### config.mk
export PLATFORM = sky130hd
export DESIGN_NAME = iir_biquad_cascade_flat
export DESIGN_NICKNAME = d
export VERILOG_FILES = /design/src/rtl/iir_pkg.sv /design/src/rtl/iir_biquad_cascade_if.sv /design/src/rtl/iir_round_sat.sv /design/src/rtl/iir_biquad_cascade.sv /design/src/flat_wrapper.sv
export SDC_FILE = /design/constraint.sdc
export NUM_CORES = 2
export LEC_CHECK = 0
export CORE_MARGIN = 10
export CORE_UTILIZATION = 49
export CTS_CLUSTER_SIZE = 24
export DETAILED_ROUTE_END_ITERATION = 7
export GPL_ROUTABILITY_DRIVEN = 0
export GPL_TIMING_DRIVEN = 1
export PLACE_DENSITY = 0.73
export SYNTH_ARGS = -nofsm -noshare
export SYNTH_HDL_FRONTEND = slang
export SYNTH_SLANG_ARGS = --single-unit
### constraint.sdc
create_clock -name clk -period 22.6 [get_ports clk]
set_clock_uncertainty 0.2 [all_clocks]
set_input_delay 3.39 -clock clk [delete_from_list [all_inputs] [get_ports clk]]
set_output_delay 3.39 -clock clk [all_outputs]
set_load 0.005 [all_outputs]
### src/rtl/iir_pkg.sv
// Shared types and constants for the biquad cascade: FSM states and coefficient layout.
package iir_pkg;

    typedef enum logic [1:0] {
        StIdle,
        StMac,
        StRound,
        StOut
    } iir_state_e;

    localparam int unsigned COEFFS_PER_SECTION = 5;

    // Coefficient index within a section; doubles as the MAC step counter value.
    localparam logic [2:0] B0 = 3'd0;
    localparam logic [2:0] B1 = 3'd1;
    localparam logic [2:0] B2 = 3'd2;
    localparam logic [2:0] A1 = 3'd3;
    localparam logic [2:0] A2 = 3'd4;

endpackage

### src/rtl/iir_biquad_cascade_if.sv
// Sample stream, result and coefficient-port signals of the biquad cascade.
interface iir_biquad_cascade_if #(
    parameter int unsigned DATA_WIDTH   = 16,
    parameter int unsigned COEFF_WIDTH  = 20,
    parameter int unsigned NUM_SECTIONS = 3
);
    localparam int unsigned ADDR_WIDTH = $clog2(iir_pkg::COEFFS_PER_SECTION * NUM_SECTIONS);

    logic                   valid_in;
    logic                   ready;
    logic                   bypass;
    logic [DATA_WIDTH-1:0]  iir_in;
    logic                   coeff_wr_en;
    logic [ADDR_WIDTH-1:0]  coeff_addr;
    logic [COEFF_WIDTH-1:0] coeff_data;
    logic [COEFF_WIDTH-1:0] coeff_rd_data;
    logic                   coeff_wr_err;
    logic [DATA_WIDTH-1:0]  iir_out;
    logic                   valid_out;
    logic                   overflow;
    logic                   underflow;

    modport master (
        output valid_in, bypass, iir_in, coeff_wr_en, coeff_addr, coeff_data,
        input  ready, coeff_rd_data, coeff_wr_err, iir_out, valid_out, overflow, underflow
    );

    modport slave (
        input  valid_in, bypass, iir_in, coeff_wr_en, coeff_addr, coeff_data,
        output ready, coeff_rd_data, coeff_wr_err, iir_out, valid_out, overflow, underflow
    );

endinterface

### src/rtl/iir_round_sat.sv
// Round-half-up, drop fraction bits and saturate an accumulator to the sample width.
module iir_round_sat #(
    parameter int unsigned ACC_WIDTH  = 39,
    parameter int unsigned DATA_WIDTH = 16,
    parameter int unsigned COEFF_FRAC = 18
) (
    input  logic signed [ACC_WIDTH-1:0]  acc,
    output logic signed [DATA_WIDTH-1:0] data,
    output logic                         overflow,
    output logic                         underflow
);
    localparam logic signed [ACC_WIDTH-1:0] HALF =
        {{(ACC_WIDTH-1){1'b0}}, 1'b1} << (COEFF_FRAC - 1);
    localparam logic signed [ACC_WIDTH-1:0] DMAX =
        {{(ACC_WIDTH-DATA_WIDTH+1){1'b0}}, {(DATA_WIDTH-1){1'b1}}};
    localparam logic signed [ACC_WIDTH-1:0] DMIN =
        {{(ACC_WIDTH-DATA_WIDTH+1){1'b1}}, {(DATA_WIDTH-1){1'b0}}};

    logic signed [ACC_WIDTH-1:0] shifted;

    always_comb begin
        shifted   = (acc + HALF) >>> COEFF_FRAC;
        overflow  = shifted > DMAX;
        underflow = shifted < DMIN;
        data      = shifted[DATA_WIDTH-1:0];
        if (overflow) begin
            data = DMAX[DATA_WIDTH-1:0];
        end else if (underflow) begin
            data = DMIN[DATA_WIDTH-1:0];
        end
    end

endmodule

### src/rtl/iir_biquad_cascade.sv
// Cascade of direct-form-I biquads sharing one multiplier, one product per cycle.
// Define IIR_SAT_CNT_EN to add the sat_count port counting saturated samples.
module iir_biquad_cascade
    import iir_pkg::*;
#(
    parameter int unsigned DATA_WIDTH   = 16,
    parameter int unsigned DATA_FRAC    = 15,
    parameter int unsigned COEFF_WIDTH  = 20,
    parameter int unsigned COEFF_FRAC   = 18,
    parameter int unsigned NUM_SECTIONS = 3
) (
    input logic                 clk,
    input logic                 rst,
    iir_biquad_cascade_if.slave bus
`ifdef IIR_SAT_CNT_EN
    ,
    output logic [15:0]         sat_count
`endif
);
    localparam int unsigned NUM_COEFFS = COEFFS_PER_SECTION * NUM_SECTIONS;
    localparam int unsigned CA_W       = $clog2(NUM_COEFFS);
    localparam int unsigned SEC_W      = (NUM_SECTIONS > 1) ? $clog2(NUM_SECTIONS) : 1;
    localparam int unsigned PROD_W     = DATA_WIDTH + COEFF_WIDTH;
    localparam int unsigned ACC_W      = PROD_W + 3;
    // Products carry DATA_FRAC+COEFF_FRAC fraction bits; results keep the input's DATA_FRAC.
    localparam int unsigned ROUND_SHIFT = (DATA_FRAC + COEFF_FRAC) - DATA_FRAC;

    localparam logic signed [COEFF_WIDTH-1:0] COEFF_ONE =
        {{(COEFF_WIDTH-1){1'b0}}, 1'b1} << COEFF_FRAC;
    localparam logic [CA_W-1:0]  LAST_ADDR = CA_W'(NUM_COEFFS - 1);
    localparam logic [SEC_W-1:0] LAST_SEC  = SEC_W'(NUM_SECTIONS - 1);

    iir_state_e state_q, state_d;
    logic [2:0]       k_q, k_d;
    logic [SEC_W-1:0] sec_q, sec_d;

    logic signed [COEFF_WIDTH-1:0] coeff_q [NUM_COEFFS];
    logic signed [DATA_WIDTH-1:0]  x1_q [NUM_SECTIONS];
    logic signed [DATA_WIDTH-1:0]  x2_q [NUM_SECTIONS];
    logic signed [DATA_WIDTH-1:0]  y1_q [NUM_SECTIONS];
    logic signed [DATA_WIDTH-1:0]  y2_q [NUM_SECTIONS];

    logic signed [DATA_WIDTH-1:0] x_cur_q;
    logic signed [ACC_W-1:0]      acc_q, acc_d, acc_base;
    logic signed [PROD_W-1:0]     prod;
    logic signed [DATA_WIDTH-1:0] data_op;
    logic signed [COEFF_WIDTH-1:0] coeff_op;
    logic [CA_W-1:0]              mac_idx;

    logic signed [DATA_WIDTH-1:0] round_data;
    logic                         round_ovf, round_unf;

    logic                  ovf_q, unf_q;
    logic [DATA_WIDTH-1:0] iir_out_q, byp_data_q;
    logic                  valid_out_q, overflow_q, underflow_q, wr_err_q, byp_pend_q;
    logic                  ready, accept, rd_ok;

    // A bypass accepted in OUT is parked one cycle so it does not collide with the filtered result.
    assign ready  = ((state_q == StIdle) && !byp_pend_q) || (state_q == StOut);
    assign accept = bus.valid_in && ready;
    assign rd_ok  = bus.coeff_addr <= LAST_ADDR;

    assign bus.ready         = ready;
    assign bus.coeff_rd_data = rd_ok ? coeff_q[bus.coeff_addr] : '0;
    assign bus.coeff_wr_err  = wr_err_q;
    assign bus.iir_out       = iir_out_q;
    assign bus.valid_out     = valid_out_q;
    assign bus.overflow      = overflow_q;
    assign bus.underflow     = underflow_q;

    always_comb begin
        state_d = state_q;
        k_d     = k_q;
        sec_d   = sec_q;
        unique case (state_q)
            StIdle, StOut: begin
                if (accept && !bus.bypass) begin
                    state_d = StMac;
                    k_d     = B0;
                    sec_d   = '0;
                end else begin
                    state_d = StIdle;
                end
            end
            StMac: begin
                if (k_q == A2) begin
                    state_d = StRound;
                end else begin
                    k_d = k_q + 3'd1;
                end
            end
            StRound: begin
                if (sec_q == LAST_SEC) begin
                    state_d = StOut;
                end else begin
                    state_d = StMac;
                    k_d     = B0;
                    sec_d   = sec_q + 1'b1;
                end
            end
            default: state_d = StIdle;
        endcase
    end

    always_ff @(posedge clk or posedge rst) begin
        if (rst) begin
            state_q <= StIdle;
            k_q     <= B0;
            sec_q   <= '0;
        end else begin
            state_q <= state_d;
            k_q     <= k_d;
            sec_q   <= sec_d;
        end
    end

    always_comb begin
        mac_idx  = CA_W'(int'(sec_q) * int'(COEFFS_PER_SECTION) + int'(k_q));
        coeff_op = coeff_q[mac_idx];
        case (k_q)
            B0:      data_op = x_cur_q;
            B1:      data_op = x1_q[sec_q];
            B2:      data_op = x2_q[sec_q];
            A1:      data_op = y1_q[sec_q];
            default: data_op = y2_q[sec_q];
        endcase
        prod = PROD_W'(data_op) * PROD_W'(coeff_op);
        if (k_q == B0) begin
            acc_base = '0;
        end else begin
            acc_base = acc_q;
        end
        if (k_q >= A1) begin
            acc_d = acc_base - ACC_W'(prod);
        end else begin
            acc_d = acc_base + ACC_W'(prod);
        end
    end

    iir_round_sat #(
        .ACC_WIDTH  (ACC_W),
        .DATA_WIDTH (DATA_WIDTH),
        .COEFF_FRAC (ROUND_SHIFT)
    ) u_round_sat (
        .acc       (acc_q),
        .data      (round_data),
        .overflow  (round_ovf),
        .underflow (round_unf)
    );

    always_ff @(posedge clk or posedge rst) begin
        if (rst) begin
            for (int i = 0; i < int'(NUM_COEFFS); i++) begin
                coeff_q[i] <= (i % int'(COEFFS_PER_SECTION) == 0) ? COEFF_ONE : '0;
            end
            wr_err_q <= 1'b0;
        end else begin
            wr_err_q <= 1'b0;
            if (bus.coeff_wr_en) begin
                if (state_q != StIdle) begin
                    wr_err_q <= 1'b1;
                end else if (rd_ok) begin
                    coeff_q[bus.coeff_addr] <= bus.coeff_data;
                end
            end
        end
    end

    always_ff @(posedge clk or posedge rst) begin
        if (rst) begin
            for (int s = 0; s < int'(NUM_SECTIONS); s++) begin
                x1_q[s] <= '0;
                x2_q[s] <= '0;
                y1_q[s] <= '0;
                y2_q[s] <= '0;
            end
            x_cur_q     <= '0;
            acc_q       <= '0;
            ovf_q       <= 1'b0;
            unf_q       <= 1'b0;
            iir_out_q   <= '0;
            valid_out_q <= 1'b0;
            overflow_q  <= 1'b0;
            underflow_q <= 1'b0;
            byp_pend_q  <= 1'b0;
            byp_data_q  <= '0;
        end else begin
            valid_out_q <= 1'b0;
            if (byp_pend_q) begin
                iir_out_q   <= byp_data_q;
                overflow_q  <= 1'b0;
                underflow_q <= 1'b0;
                valid_out_q <= 1'b1;
                byp_pend_q  <= 1'b0;
            end
            if (accept) begin
                if (bus.bypass && (state_q == StOut)) begin
                    byp_pend_q <= 1'b1;
                    byp_data_q <= bus.iir_in;
                end else if (bus.bypass) begin
                    iir_out_q   <= bus.iir_in;
                    overflow_q  <= 1'b0;
                    underflow_q <= 1'b0;
                    valid_out_q <= 1'b1;
                end else begin
                    x_cur_q <= bus.iir_in;
                    ovf_q   <= 1'b0;
                    unf_q   <= 1'b0;
                end
            end
            if (state_q == StMac) begin
                acc_q <= acc_d;
            end
            if (state_q == StRound) begin
                x2_q[sec_q] <= x1_q[sec_q];
                x1_q[sec_q] <= x_cur_q;
                y2_q[sec_q] <= y1_q[sec_q];
                y1_q[sec_q] <= round_data;
                x_cur_q     <= round_data;
                ovf_q       <= ovf_q | round_ovf;
                unf_q       <= unf_q | round_unf;
            end
            if (state_q == StOut) begin
                iir_out_q   <= x_cur_q;
                overflow_q  <= ovf_q;
                underflow_q <= unf_q;
                valid_out_q <= 1'b1;
            end
        end
    end

`ifdef IIR_SAT_CNT_EN
    logic [15:0] sat_count_q;

    always_ff @(posedge clk or posedge rst) begin
        if (rst) begin
            sat_count_q <= '0;
        end else if ((state_q == StOut) && (ovf_q || unf_q) && (sat_count_q != 16'hFFFF)) begin
            sat_count_q <= sat_count_q + 16'd1;
        end
    end

    assign sat_count = sat_count_q;
`endif

endmodule

### src/flat_wrapper.sv
// flat-port wrapper written by rule: the top's interface ports become plain ports
module iir_biquad_cascade_flat import iir_pkg::*;
#(
    parameter int unsigned DATA_WIDTH   = 16,
    parameter int unsigned DATA_FRAC    = 15,
    parameter int unsigned COEFF_WIDTH  = 20,
    parameter int unsigned COEFF_FRAC   = 18,
    parameter int unsigned NUM_SECTIONS = 3
)
  (clk, rst, bus_valid_in, bus_bypass, bus_iir_in, bus_coeff_wr_en, bus_coeff_addr, bus_coeff_data, bus_ready, bus_coeff_rd_data, bus_coeff_wr_err, bus_iir_out, bus_valid_out, bus_overflow, bus_underflow);
  iir_biquad_cascade_if #(.DATA_WIDTH(DATA_WIDTH), .COEFF_WIDTH(COEFF_WIDTH), .NUM_SECTIONS(NUM_SECTIONS)) bus_i ();
  input logic clk;
  input logic rst;
  input wire logic [$bits(bus_i.valid_in)-1:0] bus_valid_in;
  input wire logic [$bits(bus_i.bypass)-1:0] bus_bypass;
  input wire logic [$bits(bus_i.iir_in)-1:0] bus_iir_in;
  input wire logic [$bits(bus_i.coeff_wr_en)-1:0] bus_coeff_wr_en;
  input wire logic [$bits(bus_i.coeff_addr)-1:0] bus_coeff_addr;
  input wire logic [$bits(bus_i.coeff_data)-1:0] bus_coeff_data;
  output wire logic [$bits(bus_i.ready)-1:0] bus_ready;
  output wire logic [$bits(bus_i.coeff_rd_data)-1:0] bus_coeff_rd_data;
  output wire logic [$bits(bus_i.coeff_wr_err)-1:0] bus_coeff_wr_err;
  output wire logic [$bits(bus_i.iir_out)-1:0] bus_iir_out;
  output wire logic [$bits(bus_i.valid_out)-1:0] bus_valid_out;
  output wire logic [$bits(bus_i.overflow)-1:0] bus_overflow;
  output wire logic [$bits(bus_i.underflow)-1:0] bus_underflow;
  assign bus_i.valid_in = bus_valid_in;
  assign bus_i.bypass = bus_bypass;
  assign bus_i.iir_in = bus_iir_in;
  assign bus_i.coeff_wr_en = bus_coeff_wr_en;
  assign bus_i.coeff_addr = bus_coeff_addr;
  assign bus_i.coeff_data = bus_coeff_data;
  assign bus_ready = bus_i.ready;
  assign bus_coeff_rd_data = bus_i.coeff_rd_data;
  assign bus_coeff_wr_err = bus_i.coeff_wr_err;
  assign bus_iir_out = bus_i.iir_out;
  assign bus_valid_out = bus_i.valid_out;
  assign bus_overflow = bus_i.overflow;
  assign bus_underflow = bus_i.underflow;
  iir_biquad_cascade #(.DATA_WIDTH(DATA_WIDTH), .DATA_FRAC(DATA_FRAC), .COEFF_WIDTH(COEFF_WIDTH), .COEFF_FRAC(COEFF_FRAC), .NUM_SECTIONS(NUM_SECTIONS)) u_core (.clk(clk), .rst(rst), .bus(bus_i));
endmodule
=== Yosys cells after proc, flatten, opt, wreduce, memory -nomap -nowiden ===
Index checks and enable logic that the tools add are counted.

* Muxes and demuxes: 77
* Magnitude comparators: 9
* Bitwise gates (word level): 6
* Equality and inequality tests: 14
* Multipliers: 2
* Reductions and logical operators: 20
* Add/subtract/negate cells: 6

{| class="wikitable"
|+ Operators with widths
! kind !! count
|-
| 16-bit 2-to-1 mux || 20
|-
| 300-bit bitwise mux || 1
|-
| 48-bit bitwise mux || 4
|-
| 20-bit binary-select mux with 4-bit select || 2
|-
| 16-bit binary-select mux with 2-bit select || 4
|-
| 20-bit 2-to-1 mux || 6
|-
| 20-bit demux with 4-bit select || 1
|-
| 39-bit 2-to-1 mux || 2
|-
| 16-bit case mux with 4 select lines || 1
|-
| 39-bit by 19-bit adder with 39-bit output (second input constant) || 1
|-
| 39-bit by 36-bit adder with 39-bit output || 1
|-
| 39-bit by 36-bit subtractor with 39-bit output || 1
|-
| 16-bit by 20-bit multiplier with 36-bit output || 1
|-
| 16-bit demux with 2-bit select || 1
|-
| 1-bit 2-to-1 mux || 25
|-
| 21-bit by 16-bit > comparator with 1-bit output (second input constant) || 1
|-
| 21-bit by 16-bit < comparator with 1-bit output (second input constant) || 1
|-
| 3-bit AND reduction || 4
|-
| 5-bit >= comparator (second input constant) || 2
|-
| 4-bit inverter with 5-bit output || 2
|-
| 3-bit 2-to-1 mux || 3
|-
| 3-bit case mux with 3 select lines || 1
|-
| 2-bit 2-to-1 mux || 4
|-
| 2-bit == test (second input constant) || 3
|-
| 28 further kinds || 42
|}

* Register bits after elaboration: 593
* Bits of input ports: 45
* Logic and storage cells: 175

=== Longest topological paths before layout ===
* Depth after elaboration: 9
* Depth in mapped cells: 49
* Gate-level depth less buffers: 44

=== Hierarchy ===
From an unflattened synthesis, not the netlist that was laid out.

* Cells, all modules: 4137
* Area, all modules: 45036.9 um^2

{| class="wikitable"
|+ By module, submodules not included
! module !! cells an instance !! times used !! area each (um^2)
|-
| iir_biquad_cascade || 4048 || 1 || 44413.8
|-
| iir_round_sat || 89 || 1 || 623.1
|}

=== Worst setup path before layout ===
No wires, ideal clock.

* Path kind: register to register
* Start: register u_core.k_q[1]
* End: register u_core.acc_q[38]
* Stages on the path, launching flop included: 43
* Setup slack: 10.796 ns
* Required time: 22.334 ns
* Path buffers: 4
* Arrival time: 11.538 ns
* Setup time: 0.066 ns
* Clock period less this slack: 11.804 ns
* Path through: dfrtp_1 -> ha_1 -> ha_1 -> inv_1 -> fa_1 -> xnor2_1 -> xnor2_1 -> buf_1 -> buf_2 -> mux4_2 -> clkbuf_1 -> nand2_1 -> inv_1 -> fa_1 -> inv_1 -> fa_1 -> inv_1 -> fa_1 -> [7 not listed] -> nand2_1 -> o21ai_1 -> or4_1 -> a31oi_1 -> nand4_1 -> or4_1 -> o21ai_1 -> xor2_1 -> ha_1 -> and4_1 -> nand3_1 -> or2_2 -> o211ai_1 -> and2_1 -> mux2_2 -> o221ai_1 -> a311oi_1 -> nand2_1

* Word-level cells in the longest chain between the ends: 8
* Elaborated cells between the ends (all ways): 16
* Classes of those cells: add/sub (3); mul (1); order compare (1); eq/ne (3); mux (6); bitwise (1); reduce/logical (1)

{| class="wikitable"
|+ Ends and longest elaborated chain
! item !! line !! source
|-
| start: declaration || iir_biquad_cascade.sv:34 || <nowiki>logic [2:0] k_q, k_d;</nowiki>
|-
| start signal: assignment || iir_biquad_cascade.sv:112 || <nowiki>k_q <= k_d;</nowiki>
|-
| 4-bit adder || iir_biquad_cascade.sv:118 || <nowiki>mac_idx = CA_W'(int'(sec_q) * int'(COEFFS_PER_SECTION) + int'(k_q));</nowiki>
|-
| 4-bit inverter with 5-bit output (implied by the code) || iir_biquad_cascade.sv:119 || <nowiki>coeff_op = coeff_q[mac_idx];</nowiki>
|-
| 20-bit binary-select mux with 4-bit select || iir_biquad_cascade.sv:119 ||
|-
| 20-bit 2-to-1 mux (implied by the code) (2 in series) || iir_biquad_cascade.sv:119 ||
|-
| 16-bit by 20-bit multiplier with 36-bit output || iir_biquad_cascade.sv:127 || <nowiki>prod = PROD_W'(data_op) * PROD_W'(coeff_op);</nowiki>
|-
| 39-bit by 36-bit adder with 39-bit output / 39-bit by 36-bit subtractor with 39-bit output (equally long branches) || iir_biquad_cascade.sv:136, iir_biquad_cascade.sv:134 ||
|-
| 39-bit 2-to-1 mux * || iir_biquad_cascade.sv:133 || <nowiki>if (k_q >= A1) begin</nowiki>
|-
| end signal: assignment || iir_biquad_cascade.sv:178 || <nowiki>acc_q <= '0;</nowiki>
|-
| end signal: assignment || iir_biquad_cascade.sv:212 || <nowiki>acc_q <= acc_d;</nowiki>
|-
| end: declaration || iir_biquad_cascade.sv:44 || <nowiki>logic signed [ACC_W-1:0] acc_q, acc_d, acc_base;</nowiki>
|}

Every way passes the cells marked *; elsewhere a longest branch is shown, timed or not. The select of a mux whose other input is x is not followed.
A chain may end at the register's enable or synchronous reset.

=== Worst setup path after layout ===
* Start: register u_core.k_q[0]
* End: register u_core.acc_q[38]

Same word-level chain as after synthesis.

==> impl_metrics.tcl <==
set metrics [dict create \
    yosys_warnings 0 \
    fin_tns_setup_ns 0 \
    layout.cells.most_common_list "dfrtp_1 (588), nand2_1 (445), mux2_2 (416)" \
    die_area_mm2 0.104 \
    cts_post_setup_buffers_inserted 0 \
    critPathMaxStageDelay_ns 1.07 \
    finalCritPeriodShare_pct 57.5 \
    chipHeight_um 322 \
    cell_repeated_most_along_the_worst_path "fa_1" \
    overflow 0 \
    antenna_violations_before_repair 5 \
    routed-via-count 31800 \
    all_layer_global_routing_usage_pct 22.3 \
    finalHoldViolCount 0 \
    max_slew.worst_pin.slew_ns 1.28 \
    totalWireLength_um 116000 \
    post-synth-top-area-cell "dfrtp_1" \
    clkSlewWorstSetupHoldPaths_ns 0.06 \
    clkLatencyLatePin_ns 0.62 \
    cts_hold_buffers 0 \
    via_count_of_the_first_global_routing_pass 32900 \
    wl_per_cell_um 21.6 \
    netlist_top_cells_area "dfrtp_1 (33%), fa_1 (14%), mux2_2 (10%), mux4_2 (8.0%), ha_1 (4.1%)" \
    grt_setup_unrepaired "false" \
    final-instance-count-excl-fill 5340 \
    timing.final.crit_period_ns 13.00 \
    use_met2_pct 36.8 \
    root_buffer "clkbuf_16" \
    placementRows 110 \
    worst_path_max_fanout 44 \
    dpl.cell_count 5219 \
    ant_nets 0 \
    final_common_cell "dfrtp_1" \
    worst-endpoint-required_ns 22.95 \
    critPathCaptureType "flop" \
    vias_per_cell 5.96 \
    numCtsBuffers 68 \
    syn_avg_cell_area_um2 10.7 \
    grt_pass1_wl_um 186000 \
    outcome "finished clean" \
    busiest_layer_in_global_routing "met2" \
    design.core.area_mm2 0.0903 \
    cts_htree_levels 3 \
    max_slew_margin_pct 13.9 \
    cts_resized 0 \
    final_layout_size_suffix_gt1_share_pct 19.9 \
    detail_route.iter0.violations 2620 \
    port-buffer-count 85 \
    achievable-frequency_ghz 0.0770 \
    fraction_of_the_yosys_area_taken_by_sequential_cells_pct 33.2 \
    synth_async_sr_flop_share_pct 100 \
    synthFlopType "dfrtp_1" \
    worst_path_max_delay_cell "nor2b_2" \
    die_width_um 322 \
    ws_path_type "reg2reg" \
    antenna_diodes 0 \
    synth_edf_count 0 \
    detailedPlacementHpwl_um 79000 \
    synth_area_mm2 0.0448 \
    finish.net_count 4624 \
    netlist_instances 4168 \
    mappedNetlistNets 4679 \
    critical_path_arrival_ns 13.35 \
    maxSlewViolCount 0 \
    tritoncts "built" \
    grt.met3_usage_pct 3.36 \
    initial_core_utilization_pct 49.6 \
    clk_path_buf_depth 3 \
    synth-seq-cells 593 \
    cts_num_sinks 593 \
    post-route-drc-count 0 \
    timing.max_cap.violations 0 \
    netlist.area_leader.share_pct 33.0 \
    setup_viol 0 \
    finalHoldWorstSlack_ns 0.277 \
    floorplan.io_pins 86 \
    detail_route.first_pass.iterations 5 \
    yosys.cell_types.count 92 \
    crit_path_start_kind "flop" \
    grt_max_degree 159 \
    min_path_type "reg2reg" \
    syn_to_final_growth_pct 9.52 \
    use_met1_pct 30.4 \
]
-- metal layers --
layer  vias to the layer above  routed length (um)
met1                     16400               49600
met4                         6                3010
met3                       240                7440
met5                         -                  34
met2                      1082               55500
li1                      14100                   -
-- metrics by stage --
step,cell area [um^2],setup slack (ns),utilization (%)
6_report,49000,9.60,54.3
3_5_place_dp,46700,9.70,51.7
3_3_place_gp,46700,9.92,51.7
2_1_floorplan,44800,2.42,-
5_1_grt,49000,8.79,54.3
4_1_cts,49000,9.63,54.3
-- sequential cells by signal, summed over array words and instances, names as in the netlist, 2 cells and up --
| signal | cells |
|---|---|
| u_core.acc_q | 39 |
| u_core.bus.iir_out | 16 |
| u_core.byp_data_q | 16 |
| u_core.coeff_q | 300 |
| u_core.k_q | 3 |
| u_core.sec_q | 2 |
| u_core.state_q | 2 |
| u_core.x1_q | 48 |
| u_core.x2_q | 48 |
| u_core.x_cur_q | 16 |
| u_core.y1_q | 48 |
| u_core.y2_q | 48 |
-- cell families (layout without fill, tap and decap cells) --
kind of cell / Yosys count / count (layout) / share of synthesized area [%]
compound gates: 680 / 680 / 9.20
xor+xnor: 120 / 120 / 2.35
simple gates: 963 / 963 / 10.4
mux: 682 / 682 / 20.9
flops: 593 / 593 / 33.2
fa+ha+maj: 466 / 466 / 18.4
buf+inv: 664 / 660 / 5.63
-- layout make-up --
class	count	area (um^2)
Sequential cell	593	14800
Clock buffer	89	1920
Multi-Input combinational cell	2911	27500
Inverter	390	1470
Tap cell	1176	1470
Fill cell	7603	41300
Clock inverter	32	435
Timing Repair Buffer	149	1330
-- worst max-delay path, delay by kind of cell (launching register included) --
| family | cells | cell delay [ns] |
|---|---|---|
| adder cells (fa/ha/maj) | 9 | 4.66 |
| XOR/XNOR | 1 | 0.08 |
| buffers and inverters | 4 | 0.90 |
| multiplexers | 2 | 0.96 |
| flip-flops | 1 | 0.47 |
| AO/OA/AOI/OAI | 10 | 1.97 |
| AND/OR/NAND/NOR | 11 | 3.58 |
-- synthesized netlist by cell type, drive strengths merged, types with 116 or more instances --
library cell  number
o21ai            294
nor2             116
clkbuf           214
dfrtp            590
mux2             418
a21oi            168
and2             236
inv              387
mux4             159
fa               321
ha               145
nand2            448
-- final timing paths --
path | start | depth (start not counted) | slack [ns] | endpoint
setup / recovery | u_core.k_q[0] | 37 | 9.60 | u_core.acc_q[38]
hold / removal | u_core.y2_q[35] | 2 | 0.28 | u_core.y2_q[35]
setup reg to reg | u_core.k_q[0] | 37 | 9.60 | u_core.acc_q[38]
hold reg to reg | u_core.y2_q[35] | 2 | 0.28 | u_core.y2_q[35]
max in group asynchronous | rst | 4 | 16.90 | u_core.acc_q[1]
min in group asynchronous | rst | 2 | 3.14 | u_core.bus.iir_out[3]
Power is not shown: default switching activity piles up to over one toggle a cycle in this logic, so the estimate is an artifact.
